<file path="config.mk">
export PLATFORM = sky130hd
export DESIGN_NAME = io_timer_bank
export DESIGN_NICKNAME = d
export VERILOG_FILES = /design/src/rtl/io_timer_pkg.sv /design/src/rtl/io_timer_channel.sv /design/src/rtl/io_timer_bank.sv
export SDC_FILE = /design/constraint.sdc
export NUM_CORES = 1
export LEC_CHECK = 0
export BUFFER_PORTS_ARGS = -buffer_cell sky130_fd_sc_hd__clkbuf_2
export CAP_MARGIN = 30
export CORE_ASPECT_RATIO = 1.4
export CORE_MARGIN = 10
export CORE_UTILIZATION = 55
export DETAILED_ROUTE_END_ITERATION = 10
export GPL_TIMING_DRIVEN = 0
export HOLD_SLACK_MARGIN = 0.12
export PLACE_DENSITY = 0.76
export SETUP_SLACK_MARGIN = 0.4
export SLEW_MARGIN = 0
export SYNTH_ARGS = -nofsm -noshare
export SYNTH_HDL_FRONTEND = slang
export SYNTH_SLANG_ARGS = --single-unit
</file>
<file path="constraint.sdc">
create_clock -name clk -period 6.35 [get_ports clk]
set_input_delay 0.9525 -clock clk [delete_from_list [all_inputs] [get_ports clk]]
set_output_delay 0.9525 -clock clk [all_outputs]
set_load 0.01 [all_outputs]
</file>
<file path="src/rtl/io_timer_pkg.sv">
// Shared register map, control-bit indices and channel state type for the
// memory-mapped timer bank.
package io_timer_pkg;

    localparam logic [7:0] CTRL_OFS    = 8'h00;
    localparam logic [7:0] LOAD_OFS    = 8'h04;
    localparam logic [7:0] COUNT_OFS   = 8'h08;
    localparam logic [7:0] STAT_OFS    = 8'h0C;
    localparam logic [7:0] IRQSTAT_OFS = 8'hF0;
    localparam logic [7:0] START_OFS   = 8'hF4;

    localparam int unsigned RUN        = 0;
    localparam int unsigned AUTORELOAD = 1;
    localparam int unsigned IE         = 2;
    localparam int unsigned LOADNOW    = 3;

    localparam int unsigned CH_STRIDE  = 16;

    typedef enum logic {
        ST_IDLE = 1'b0,
        ST_RUN  = 1'b1
    } chan_state_e;

endpackage

</file>
<file path="src/rtl/io_timer_channel.sv">
// One down-counting timer: CTRL, LOAD, COUNT and the sticky EXPIRED flag.
// CPU writes to COUNT/RUN take priority over the tick in the same cycle.
module io_timer_channel
    import io_timer_pkg::*;
#(
    parameter int unsigned CNTW       = 8,
    parameter int unsigned RESET_LOAD = 24
) (
    input  logic            clk,
    input  logic            reset,
    input  logic            tick,
    input  logic            ctrl_we,
    input  logic [3:0]      ctrl_wdata,
    input  logic            load_we,
    input  logic [CNTW-1:0] load_wdata,
    input  logic            stat_clr,
    input  logic            start,
    output logic            run,
    output logic            autoreload,
    output logic            ie,
    output logic [CNTW-1:0] load,
    output logic [CNTW-1:0] count,
    output logic            expired
);

    chan_state_e state;

    assign run = (state == ST_RUN);

    always_ff @(posedge clk or posedge reset) begin
        if (reset) begin
            state      <= ST_IDLE;
            autoreload <= 1'b0;
            ie         <= 1'b0;
            load       <= CNTW'(RESET_LOAD);
            count      <= CNTW'(RESET_LOAD);
            expired    <= 1'b0;
        end else begin
            if (load_we) begin
                load <= load_wdata;
            end
            // A clear is overridden below when the same edge sets EXPIRED
            if (stat_clr) begin
                expired <= 1'b0;
            end
            if (start) begin
                count <= load;
                state <= ST_RUN;
            end else if (ctrl_we) begin
                autoreload <= ctrl_wdata[AUTORELOAD];
                ie         <= ctrl_wdata[IE];
                state      <= ctrl_wdata[RUN] ? ST_RUN : ST_IDLE;
                if (ctrl_wdata[LOADNOW]) begin
                    count <= load;
                end
            end else if (tick) begin
                case (state)
                    ST_RUN: begin
                        if (count > CNTW'(1)) begin
                            count <= count - CNTW'(1);
                        end else begin
                            expired <= 1'b1;
                            if (autoreload) begin
                                count <= load;
                            end else begin
                                count <= '0;
                                state <= ST_IDLE;
                            end
                        end
                    end
                    default: ;
                endcase
            end
        end
    end

endmodule

</file>
<file path="src/rtl/io_timer_bank.sv">
// Memory-mapped bank of NCH down-counting timers sharing one prescaler.
// Reads are combinational on adr; writes land on the memwrite edge.
module io_timer_bank
    import io_timer_pkg::*;
#(
    parameter int unsigned      WIDTH      = 32,
    parameter int unsigned      NCH        = 4,
    parameter int unsigned      CNTW       = 8,
    parameter int unsigned      PRESCALE   = 100000000,
    parameter logic [WIDTH-1:0] BASE       = 32'h0000FF00,
    parameter int unsigned      RESET_LOAD = 24
) (
    input  logic             clk,
    input  logic             reset,
    input  logic [WIDTH-1:0] adr,
    input  logic [WIDTH-1:0] writedata,
    input  logic             memwrite,
    output logic [WIDTH-1:0] io_data,
    output logic [NCH-1:0]   expired,
    output logic             irq
);

    localparam int unsigned PW = (PRESCALE > 1) ? $clog2(PRESCALE) : 1;

    logic [PW-1:0]   presc;
    logic            tick;
    logic            sel;
    logic            glb;
    logic [3:0]      ch;
    logic [7:0]      ch_ofs;
    logic [7:0]      glb_ofs;
    logic            start_we;
    logic [NCH-1:0]  run_v;
    logic [NCH-1:0]  ar_v;
    logic [NCH-1:0]  ie_v;
    logic [NCH-1:0]  exp_v;
    logic [NCH-1:0]  irq_v;
    logic [CNTW-1:0] load_a  [NCH];
    logic [CNTW-1:0] count_a [NCH];
    logic            unused_bits;

    // Free-running prescaler; register writes never touch it
    always_ff @(posedge clk or posedge reset) begin
        if (reset) begin
            presc <= '0;
        end else if (presc == PW'(PRESCALE - 1)) begin
            presc <= '0;
        end else begin
            presc <= presc + PW'(1);
        end
    end

    assign tick = (presc == PW'(PRESCALE - 1));

    // Address decode; adr[1:0] is ignored and channel index 15 is the global page
    assign sel      = (adr[WIDTH-1:8] == BASE[WIDTH-1:8]);
    assign ch       = 4'(adr[7:0] / 8'(CH_STRIDE));
    assign ch_ofs   = {4'h0, adr[3:2], 2'b00};
    assign glb_ofs  = {adr[7:2], 2'b00};
    assign glb      = (ch == 4'hF);
    assign start_we = memwrite && sel && glb && (glb_ofs == START_OFS);

    for (genvar c = 0; c < NCH; c++) begin : g_ch
        logic hit;
        assign hit = memwrite && sel && (ch == 4'(c));

        io_timer_channel #(
            .CNTW       (CNTW),
            .RESET_LOAD (RESET_LOAD)
        ) u_ch (
            .clk        (clk),
            .reset      (reset),
            .tick       (tick),
            .ctrl_we    (hit && (ch_ofs == CTRL_OFS)),
            .ctrl_wdata (writedata[3:0]),
            .load_we    (hit && (ch_ofs == LOAD_OFS)),
            .load_wdata (writedata[CNTW-1:0]),
            .stat_clr   (hit && (ch_ofs == STAT_OFS) && writedata[0]),
            .start      (start_we && writedata[c]),
            .run        (run_v[c]),
            .autoreload (ar_v[c]),
            .ie         (ie_v[c]),
            .load       (load_a[c]),
            .count      (count_a[c]),
            .expired    (exp_v[c])
        );
    end

    assign irq_v   = exp_v & ie_v;
    assign irq     = |irq_v;
    assign expired = exp_v;

    // Zero-latency read mux; anything not decoded reads 0
    always_comb begin
        io_data = '0;
        if (sel) begin
            if (glb) begin
                if (glb_ofs == IRQSTAT_OFS) begin
                    io_data = WIDTH'(irq_v);
                end
            end else begin
                for (int unsigned c = 0; c < NCH; c++) begin
                    if (ch == 4'(c)) begin
                        case (ch_ofs)
                            CTRL_OFS: begin
                                io_data[RUN]        = run_v[c];
                                io_data[AUTORELOAD] = ar_v[c];
                                io_data[IE]         = ie_v[c];
                            end
                            LOAD_OFS:  io_data = WIDTH'(load_a[c]);
                            COUNT_OFS: io_data = WIDTH'(count_a[c]);
                            STAT_OFS:  io_data = WIDTH'(exp_v[c]);
                            default:   io_data = '0;
                        endcase
                    end
                end
            end
        end
    end

    assign unused_bits = ^{adr[1:0], writedata};

endmodule

</file>
==> impl_metrics.py <==
metrics = {
    "routing": {
        "avgViaCountPerCell": 6.711,
        "detail-route-antenna-nets": 0,
        "wirelength_um": 21740,
        "drtIter0Drc": 742,
        "post-route-drc-count": 0,
        "wire_per_inst_um": 22.74,
        "vias": 6416,
        "drt_first_pass_iters": 5,
    },
    "clock_tree": {
        "tritoncts": "yes",
        "post_cts_buffers": 0,
        "htree_levels": 3,
        "root_buffer": "clkbuf_16",
        "cts-buffers-inserted": 9,
        "clock_latency_ps": 360,
        "clk_pin_slew_ps": 80,
        "cts_num_sinks": 107,
        "ctsResizeCount": 0,
        "cts_hold_buffers": 0,
        "cts_max_path_buffers": 2,
    },
    "critical_path": {
        "rr_worst_depth": 7,
        "reg2reg_from": "presc[19]",
        "crit_buf_inv": 5,
        "worst-setup-path-type": "input port to primary output",
        "crit_chain": "clkbuf_2 -> inv_1 -> ha_1 -> clkbuf_1 -> clkbuf_1 -> nand2_1 -> a31oi_1 -> nand4_1 -> a21oi_1 -> clkbuf_2",
        "slowest_delay_ps": 610,
        "cp.depth": 10,
        "crit_family": "buffers and inverters",
        "path_max_fanout": 10,
        "arrival_ps": 3710,
        "critPathLaunchType": "input port",
        "crit_start": "adr[2]",
        "critPathRequiredTime_ps": 5400,
        "cp-end-kind": "primary output",
        "slowest_stage": "clkbuf_1",
    },
    "power": {
        "switching_power_mw": 0.3404,
        "ir_drop_mv": 0.1233,
        "p_per_area_mw_per_mm2": 176.6,
        "p_clk_frac": 0.428,
        "swShare": 0.2473,
        "combPwrFrac": 0.077,
        "p_int_mw": 1.036,
        "power_leakage_nw": 3.237,
        "power_mw": 1.376,
        "p_seq_frac": 0.495,
    },
    "global_routing": {
        "grt_max_degree": 68,
        "grt_pass1_vias": 6397,
        "grt_usage": 0.2437,
        "grt_overflow": 0,
        "grt_pass1_wl_um": 34760,
        "antenna_found_initial": 0,
    },
    "sta": {
        "relSlewSlack": 0.3112,
        "post-route-period-util": 0.7338,
        "drv_slew": 0,
        "tightestPinTransition_ps": 1025,
        "fin_skew_ps": 10.76,
        "tns_ps": 0,
        "hold_slack_ps": 462.4,
        "min_period_ps": 4659,
        "rsz0062_at_grt": "false",
        "hold_viol": 0,
        "setup_viol_count_final": 0,
        "setup_slack_ps": 1691,
        "max_freq_mhz": 214.6,
    },
    "placed_design": {
        "dpl_cell_area_mm2": 0.007481,
        "gp_congestion": 1.022,
        "place_ws_ps": 1821,
        "port_buffers": 48,
        "dp.cells": 940,
        "dp_hpwl_um": 16180,
    },
    "synthesis": {
        "synthFlopType": "dfrtp_1",
        "async_reset_ff_frac": 1.000,
        "ys_seq_area_frac": 0.3887,
        "synth.distinct_cells": 72,
        "synth_edf_count": 0,
        "avgSynthCellArea_um2": 9.678,
        "yosysWarnings": 0,
        "syn_inst": 717,
        "synthesis.area_mm2": 0.006939,
        "synth_seq_cells": 107,
    },
    "cells_and_area": {
        "nNetsFinal": 881,
        "mostFrequentLayoutCells": "dfrtp_1, clkbuf_2, nor2_1",
        "fill_cells": 1051,
        "layout_commonest_cell": "dfrtp_1",
        "final_cells": 956,
        "finalInstanceArea_mm2": 0.007792,
        "area_delta_synth_final_pct": 12.30,
        "antenna_cells": 0,
        "fin_util": 0.6299,
        "drive_gt1_frac": 0.2494,
    },
    "min_path": {
        "hold_path_class": "flip-flop to flip-flop",
        "holdPathStages": 1,
        "hold_start": "presc[0]",
    },
    "floorplanning": {
        "die_area_mm2": 0.01757,
        "dieHeight_um": 152.9,
        "start_util": 0.5609,
        "core_area_mm2": 0.01237,
        "ios": 104,
        "die_w_um": 114.9,
        "row_count": 48,
    },
    "run": {
        "cap_violations": 0,
    },
    "outcome": {
        "status": "finished clean",
    },
}
[path summary, 6_finish.rpt]
path,slack [ps],endpoint
max,1690,io_data[1]
min,460,presc[0]
max reg2reg,3750,g_ch[0].u_ch.count[5]
min reg2reg,460,presc[0]
max in group asynchronous,4810,g_ch[1].u_ch.count[4]
min in group asynchronous,750,g_ch[3].u_ch.load[1]
[cells by family after synthesis]
logic type / Yosys count / share of synthesized area
buffers and inverters: 81 / 0.06834
xor gates and xnor gates: 24 / 0.03029
AOI/OAI and AO/OA: 220 / 0.2164
and+or+nand+nor: 231 / 0.2074
DFF: 107 / 0.3887
muxes: 40 / 0.06491
other: 1 / 0.0005404
adders and majority gates: 13 / 0.02344
[registers in the layout, indices dropped and copies added, names as in the netlist]
signal,count
g_ch.u_ch.count,32
g_ch.u_ch.run,4
g_ch.u_ch.ie,4
g_ch.u_ch.autoreload,4
g_ch.u_ch.expired,4
g_ch.u_ch.load,32
presc,27
[cell type report]
cell class	instances	area [µm²]	share of cell area
Sequential cell	107	2698	0.3462
Multi-Input combinational cell	552	3854	0.4945
Inverter	22	85.08	0.01092
Clock buffer	10	239.0	0.03067
Timing Repair Buffer	50	265.3	0.03404
Tap cell	150	187.7	0.02408
Buffer	59	391.6	0.05026
Clock inverter	6	72.57	0.009313
[cells in the mapped netlist (all sizes together) (3+ instances only)]
cell,number,area share
a311oi,4,0.0050
a21o,4,0.0056
and4,8,0.010
xor2,13,0.016
a22oi,40,0.043
nor4b,3,0.0078
mux2,40,0.065
xnor2,11,0.014
and2,7,0.0063
nor4,22,0.038
ha,13,0.023
and3,7,0.0063
o21bai,3,0.0049
a31oi,8,0.0072
dfrtp,91,0.33
o21ai,69,0.050
o31ai,5,0.0054
or4b,3,0.0043
a211oi,7,0.0076
nand4,14,0.015
a21oi,22,0.016
dfstp,16,0.061
buf,46,0.049
o22ai,12,0.011
nand3,23,0.024
nand2,45,0.025
nor3,30,0.024
a32oi,20,0.026
o21a,6,0.0065
nand2b,5,0.0045
clkbuf,13,0.0070
nor2b,7,0.0063
nor2,47,0.026
inv,22,0.012
a22o,5,0.0063
or3,4,0.0036
[metal layers]
| layer | GRT usage | share of wire | vias up | wire length [µm] |
|---|---|---|---|---|
| met5 | 0 | 0 | - | 0 |
| met4 | 0.1147 | 0.048 | 0 | 1054 |
| met3 | 0.04896 | 0.081 | 89 | 1760 |
| met2 | 0.3962 | 0.48 | 376 | 10530 |
| met1 | 0.2992 | 0.39 | 3106 | 8395 |
| li1 | - | - | 2845 | - |
[power by group through the flow]
stage | Sequential (mW) | Combinational, mW | Clock [mW]
5_1_grt | 0.681 | 0.114 | 0.617
3_5_place_dp | 0.694 | 0.103 | 0
3_3_place_gp | 0.694 | 0.100 | 0
2_1_floorplan | 0.694 | 0.0630 | 0
6_report | 0.681 | 0.106 | 0.589
4_1_cts | 0.681 | 0.104 | 0.593
Power figures use the tool's default switching activity.
